===== config.mk =====
export PLATFORM = sky130hd
export DESIGN_NAME = adc_spi_master
export DESIGN_NICKNAME = d
export VERILOG_FILES = /design/src/rtl/adc_spi_master.sv
export SDC_FILE = /design/constraint.sdc
export NUM_CORES = 1
export LEC_CHECK = 0
export BUFFER_PORTS_ARGS = -buffer_cell sky130_fd_sc_hd__buf_4
export CORE_MARGIN = 5
export CORE_UTILIZATION = 30
export CTS_BUF_LIST = sky130_fd_sc_hd__clkbuf_16
export CTS_CLUSTER_SIZE = 24
export DETAILED_ROUTE_END_ITERATION = 6
export GPL_TIMING_DRIVEN = 0
export HOLD_SLACK_MARGIN = 0.08
export PLACE_DENSITY = 0.47
export SYNTH_ARGS = -nofsm -noshare
export SYNTH_HDL_FRONTEND = slang
export SYNTH_SLANG_ARGS = --single-unit

===== constraint.sdc =====
create_clock -name clk3p2M -period 2.3 [get_ports clk3p2M]
set_input_delay 0.46 -clock clk3p2M [delete_from_list [all_inputs] [get_ports clk3p2M]]
set_output_delay 0.46 -clock clk3p2M [all_outputs]
set_load 0.02 [all_outputs]

===== src/rtl/adc_spi_master.sv =====
`timescale 1ns/1ps
// adc_spi_master: runs one MCP3008-style single-ended conversion on one of two SPI ADCs per go pulse.
// Latency: adc_valid rises 35*SCLK_HALF clocks after the go-accept edge; next go is accepted CS_HIGH_MIN clocks later.
// Backpressure: none; adc_go is ignored (not queued) while adc_busy=1. Optional macro ADC_NULL_BIT_CHECK_EN.
module adc_spi_master #(
    parameter int SCLK_HALF   = 1,
    parameter int CS_HIGH_MIN = 2
) (
    input  logic       clk3p2M,
    input  logic       rst_n,
    input  logic       adc_go,
    input  logic [3:0] adc_chan,
    output logic [9:0] adc_in,
    output logic       adc_valid,
    output logic       adc_busy,
    output logic       adc_err,
    output logic       spi_sclk,
    output logic       spi_mosi,
    input  logic       spi_miso,
    output logic [1:0] adc_cs_n
);

    localparam int DIV_W  = $clog2(SCLK_HALF + 1);
    localparam int HOLD_W = $clog2(CS_HIGH_MIN + 1);
    localparam logic [DIV_W-1:0]  DIV_LAST  = DIV_W'(SCLK_HALF - 1);
    localparam logic [HOLD_W-1:0] HOLD_LAST = HOLD_W'(CS_HIGH_MIN - 1);

    typedef enum logic [1:0] {IDLE, SETUP, SHIFT, HOLD} state_t;

    state_t              r_state, w_state;
    logic [DIV_W-1:0]    r_div, w_div;
    logic [4:0]          r_bit, w_bit;
    logic [HOLD_W-1:0]   r_hold, w_hold;
    logic [2:0]          r_chan, w_chan;
    logic [9:0]          r_shift, w_shift;
    logic [9:0]          r_in, w_in;
    logic                r_sclk, w_sclk;
    logic                r_mosi, w_mosi;
    logic [1:0]          r_cs_n, w_cs_n;
    logic                r_valid, w_valid;
    logic                r_busy, w_busy;
    logic                w_accept;
    logic                w_mosi_next;
`ifdef ADC_NULL_BIT_CHECK_EN
    logic                r_null, w_null;
    logic                r_err, w_err;
`endif

    assign adc_in    = r_in;
    assign adc_valid = r_valid;
    assign adc_busy  = r_busy;
    assign spi_sclk  = r_sclk;
    assign spi_mosi  = r_mosi;
    assign adc_cs_n  = r_cs_n;
`ifdef ADC_NULL_BIT_CHECK_EN
    assign adc_err   = r_err;
`else
    assign adc_err   = 1'b0;
`endif

    // State and datapath registers; reset aborts any frame in flight by releasing both chip selects.
    always_ff @(posedge clk3p2M or negedge rst_n) begin
        if (!rst_n) begin
            r_state <= IDLE;
            r_div   <= '0;
            r_bit   <= '0;
            r_hold  <= '0;
            r_chan  <= '0;
            r_shift <= '0;
            r_in    <= '0;
            r_sclk  <= 1'b0;
            r_mosi  <= 1'b0;
            r_cs_n  <= 2'b11;
            r_valid <= 1'b0;
            r_busy  <= 1'b0;
`ifdef ADC_NULL_BIT_CHECK_EN
            r_null  <= 1'b0;
            r_err   <= 1'b0;
`endif
        end else begin
            r_state <= w_state;
            r_div   <= w_div;
            r_bit   <= w_bit;
            r_hold  <= w_hold;
            r_chan  <= w_chan;
            r_shift <= w_shift;
            r_in    <= w_in;
            r_sclk  <= w_sclk;
            r_mosi  <= w_mosi;
            r_cs_n  <= w_cs_n;
            r_valid <= w_valid;
            r_busy  <= w_busy;
`ifdef ADC_NULL_BIT_CHECK_EN
            r_null  <= w_null;
            r_err   <= w_err;
`endif
        end
    end

    // Next-state and SPI sequencing. A go is also taken in the last HOLD cycle so the CS-high gap is exactly CS_HIGH_MIN.
    always_comb begin
        w_state     = r_state;
        w_div       = r_div;
        w_bit       = r_bit;
        w_hold      = r_hold;
        w_chan      = r_chan;
        w_shift     = r_shift;
        w_in        = r_in;
        w_sclk      = r_sclk;
        w_mosi      = r_mosi;
        w_cs_n      = r_cs_n;
        w_valid     = 1'b0;
        w_busy      = r_busy;
`ifdef ADC_NULL_BIT_CHECK_EN
        w_null      = r_null;
        w_err       = r_err;
`endif
        w_accept    = adc_go && ((r_state == IDLE) ||
                                 ((r_state == HOLD) && (r_hold == HOLD_LAST)));

        // Command bit for the period following r_bit: start, single-ended, D2, D1, D0, then zeros.
        case (r_bit)
            5'd0:    w_mosi_next = 1'b1;
            5'd1:    w_mosi_next = r_chan[2];
            5'd2:    w_mosi_next = r_chan[1];
            5'd3:    w_mosi_next = r_chan[0];
            default: w_mosi_next = 1'b0;
        endcase

        case (r_state)
            IDLE: begin
            end
            SETUP: begin
                if (r_div == DIV_LAST) begin
                    w_div   = '0;
                    w_sclk  = 1'b1;
                    w_bit   = '0;
                    w_state = SHIFT;
                end else begin
                    w_div = r_div + 1'b1;
                end
            end
            SHIFT: begin
                if (r_div != DIV_LAST) begin
                    w_div = r_div + 1'b1;
                end else begin
                    w_div = '0;
                    if (r_sclk) begin
                        // Falling SCLK: sample MISO and present the next command bit.
                        w_sclk = 1'b0;
                        w_mosi = w_mosi_next;
                        if (r_bit >= 5'd7) begin
                            w_shift = {r_shift[8:0], spi_miso};
                        end
`ifdef ADC_NULL_BIT_CHECK_EN
                        if (r_bit == 5'd6) begin
                            w_null = spi_miso;
                        end
`endif
                    end else if (r_bit == 5'd16) begin
                        // End of the last low half: release CS and publish the result.
                        w_cs_n  = 2'b11;
                        w_state = HOLD;
                        w_hold  = '0;
                        w_busy  = (HOLD_LAST != '0);
`ifdef ADC_NULL_BIT_CHECK_EN
                        if (r_null) begin
                            w_err = 1'b1;
                        end else begin
                            w_in    = r_shift;
                            w_valid = 1'b1;
                        end
`else
                        w_in    = r_shift;
                        w_valid = 1'b1;
`endif
                    end else begin
                        w_sclk = 1'b1;
                        w_bit  = (r_bit == 5'd16) ? r_bit : r_bit + 5'd1;
                    end
                end
            end
            HOLD: begin
                if (r_hold != HOLD_LAST) begin
                    w_hold = r_hold + 1'b1;
                    if (w_hold == HOLD_LAST) begin
                        w_busy = 1'b0;
                    end
                end else begin
                    w_state = IDLE;
                    w_busy  = 1'b0;
                end
            end
            default: begin
                w_state = IDLE;
            end
        endcase

        if (w_accept) begin
            w_state = SETUP;
            w_div   = '0;
            w_bit   = '0;
            w_chan  = adc_chan[2:0];
            w_cs_n  = adc_chan[3] ? 2'b01 : 2'b10;
            w_mosi  = 1'b1;
            w_busy  = 1'b1;
`ifdef ADC_NULL_BIT_CHECK_EN
            w_err   = 1'b0;
`endif
        end
    end

endmodule


==> results.txt <==
The run finished with clean final reports. Summing the areas of all compound-gate instances in the mapped netlist gives 13.5% of the synthesized area. The average detailed-routed wire length per instance is roughly 14 µm. The leakage power of the design came out at roughly 1.1 nW.

The initial antenna violation count came out at 0. The TritonCTS sink count came out at 38. The clock tree from TritonCTS is yes. The insertion delay of the later-clocked pin in the worst-skew pair is about 0.27 ns. In this run the critical register-to-register path is launched from r_bit[0]. Setup repair after global routing left no endpoint under its margin. For this run, the number of Yosys warnings is 0.

The number of I/O pins is 25. The total setup violations reported at the end of the flow is 0. The worst hold margin is 0.152 ns.

Detailed placement ended at an HPWL of about 2700 µm. The number of global-route vias before repair came out at between 1000 and 1500. The first-pass iteration count of the detailed router came out at 6. The number of nets with antenna violations after routing came out at 0.

Data on the critical path is required at its endpoint by roughly 2.5 ns. The arrival time at the worst endpoint is between 1.5 and 2 ns. The unique cell type count in the Yosys netlist is 44. Entering global routing, the biggest net connects 39 pins.

STA classifies the critical path startpoint as a flip-flop. The count of max-cap constraint violations is 0. The placed cell area came out at ~2200 µm².

The critical path capture point type is a flip-flop. The height of the die came out at slightly below 90 µm. The worst register-to-register path has a setup slack of 0.53 ns.

The sum of negative setup slack came out at 0 ns. The sequential-to-total area share from yosys stat is between 50% and 60%. The area growth from synthesis to layout is 21.4%. The net count of the finished layout is around 230. After clock tree synthesis, the setup repair step added 0 buffers. After clock tree synthesis, the clock-pin slew on the worst setup and hold paths is ~0.050 ns. After synthesis, the share of flip-flops with an asynchronous set or reset is 100%. The number of antenna diodes is 0. After synthesis, the largest family of logic cells by area is simple AND/OR/NAND/NOR gates. The power per unit of standard cell area came out at 1430 nW/µm². The violation count after the first detailed-route iteration is 60. The leading cell type in the layout, fill and taps excluded is sky130_fd_sc_hd__nand2_1. The total count of hold-check failures in the final report is 0. The area share of xor/xnor cells in the synthesized design came out at less than 1%. The post-route clock skew came out at roughly 0.0019 ns.

The total wire length came out at about 4000 µm. Yosys attributes the largest share of cell area to sky130_fd_sc_hd__dfrtp_1, sky130_fd_sc_hd__nand2_1, sky130_fd_sc_hd__mux2_4. The top fanout value on the critical path came out at 10. The end of the worst register-to-register path is r_shift[1]. The dominant cell type by area after synthesis is sky130_fd_sc_hd__dfrtp_1. The smallest setup slack after layout came out at roughly 0.53 ns. The number of gates resized after cts is 0. The relative contribution of combinational cells to total power came out at 43.5%. The portion of total power attributed to sequential cells came out at a little under two fifths. In the global route stage, overall resource usage came out at a little over a tenth. The net switching power came out at 1.20 mW. The fill cell instance count of the final layout is 646.

The number of nets produced by synthesis is 199. The class of the most critical setup path is reg2reg. The internal power consumption came out at between 2 and 2.5 mW. Of the total synthesized cell area, the portion taken by AND, OR, NAND and NOR gates is ~16%. The core area came out at roughly 6200 µm².

Measured in cells, the most critical reg-to-reg path has a length of 5. The weighted congestion reported at the end of routability-driven placement came out at about 0.73. After synthesis, the share of cell area in mux cells is around 8.5%. In this run the clock root is driven by a sky130_fd_sc_hd__clkbuf_16. In the routed design, unresolved DRC markers number 0. The number of buffers between clock root and the deepest sink is 2. Dividing the detail-routed via count by the number of cells gives roughly 4.6. The maximum vdd ir drop is about 0.48 mV. The number of port buffers came out at 23. The clock tree synthesis step divided the H-tree into 2 levels. The part of the cycle the worst path needs is between 70 and 80%.

The portion of total power attributed to the clock network came out at a little under a fifth. The clock period minus worst slack came out at around 1.8 ns. In the layout the commonest cells are sky130_fd_sc_hd__nand2_1, sky130_fd_sc_hd__dfrtp_1, sky130_fd_sc_hd__buf_4, sky130_fd_sc_hd__mux2_4, sky130_fd_sc_hd__ha_1. Of the total power, the share spent switching nets is a little over a third. The via count is ~1300. Yosys mapped a number of flops with a built-in enable equal to 0.

The min-delay analysis places its worst path in the category in2async. The number of flip-flops and latches in the synthesized netlist came out at 38. After clock tree synthesis, the flow added hold-fix buffers numbering 0. The max-slew violation count came out at 0. The share of layout cells above drive strength 1 is 25.1%. The TritonCTS buffer count is 5. For this run, the leading register cell type out of synthesis is sky130_fd_sc_hd__dfrtp_1. The fmax is between 0.5 and 0.6 GHz. The synthesized-area fraction occupied by adder cells came out at 6.62%. The first-pass GRT wire length came out at approximately 6400 µm. Global routing finished with a remaining overflow of 0. The final standard cell area without fillers is 2290 µm².

The floorplan die area came out at around 8000 µm². The initial core utilization is between 30% and 40%. The share of the synthesized area in the top cell type came out at about 48%. Counting every instance in the synthesized netlist gives ~180. The worst slack at placement is around 0.52 ns.

A synthesized cell averages ~10 µm². Summing every instance area after synthesis gives between 1500 and 2000 µm². In this run the core area contains 29 standard-cell rows.

The die boundary width is ~90 µm.
==> layer usage <==
metal	GRT usage [%]	vias to the layer above	wire length (µm)
met3	2.12	4	127
met5	0	-	0
li1	-	675	-
met1	14.8	619	1960
met4	3.65	0	51
met2	16.3	17	1790
==> cells by family (layout without fill, tap and decap cells) <==
group / after synthesis / after routing
other: 1 / 1
DFF: 38 / 38
xor gates and xnor gates: 2 / 2
adders and majority gates: 10 / 10
and+or+nand+nor: 66 / 66
muxes: 11 / 11
AOI/OAI and AO/OA: 38 / 38
buffers and inverters: 15 / 45
==> stage by stage <==
step,utilization [%],cells,total power [mW]
6_report,36.8,288,3.29
5_1_grt,36.8,288,3.56
4_1_cts,36.8,288,3.36
3_5_place_dp,34.6,281,2.69
3_3_place_gp,34.6,281,2.67
2_1_floorplan,-,181,2.27
==> worst max-delay path, cell delays in order (launching register included) <==
cell	delay (ns)
sky130_fd_sc_hd__dfrtp_1	0.44
sky130_fd_sc_hd__ha_1	0.28
sky130_fd_sc_hd__a21o_1	0.17
sky130_fd_sc_hd__a211oi_2	0.28
sky130_fd_sc_hd__nor2_4	0.15
sky130_fd_sc_hd__mux2_4	0.32
==> power by group through the flow <==
stage	Clock, mW	Combinational, mW	Sequential, mW
6_report	0.632	1.43	1.23
5_1_grt	0.694	1.59	1.27
4_1_cts	0.666	1.45	1.24
3_5_place_dp	0	1.45	1.24
3_3_place_gp	0	1.43	1.24
2_1_floorplan	0	0.982	1.29
==> cells in the mapped netlist (3+ instances only) <==
| library cell | n |
|---|---|
| sky130_fd_sc_hd__nand2b_1 | 3 |
| sky130_fd_sc_hd__nand2_1 | 45 |
| sky130_fd_sc_hd__mux2_4 | 10 |
| sky130_fd_sc_hd__o21ai_0 | 9 |
| sky130_fd_sc_hd__ha_1 | 10 |
| sky130_fd_sc_hd__dfrtp_1 | 36 |
| sky130_fd_sc_hd__a21oi_1 | 9 |
| sky130_fd_sc_hd__inv_1 | 9 |
| sky130_fd_sc_hd__nor2_1 | 7 |
==> cell type report <==
type                    count  area [µm²]  share of cell area, %
plain buffers               6        40.0                   1.74
clock buffers               5         125                   5.45
clock inverters             2        10.0                  0.436
inverters                   9        33.8                   1.47
multi-input cells         128         863                   37.6
flip-flops and latches     38         953                   41.5
well taps                  77        96.3                   4.20
repair buffers             23         173                   7.52
==> registers in the layout, summed over array words and instances (netlist names) <==
signal     cells
adc_in        10
r_shift       10
r_bit          5
r_chan         3
adc_cs_n       2
r_hold         2
r_state        2
adc_busy       1
adc_valid      1
spi_mosi       1
spi_sclk       1
==> worst max-delay path by stage <==
stage / start / end / slack [ns] / depth (start not counted)
6_report: r_bit[0] / r_shift[1] / 0.53 / 5
5_1_grt: r_state[0] / r_hold[0] / 0.38 / 6
4_1_cts: r_state[0] / r_hold[0] / 0.50 / 6
3_5_place_dp: r_state[0] / r_hold[0] / 0.52 / 6
3_3_place_gp: r_state[0] / r_hold[0] / 0.51 / 6
2_1_floorplan: r_bit[0] / r_shift[0] / 0.66 / 5
Note: power is estimated with default switching activity, not from simulation.
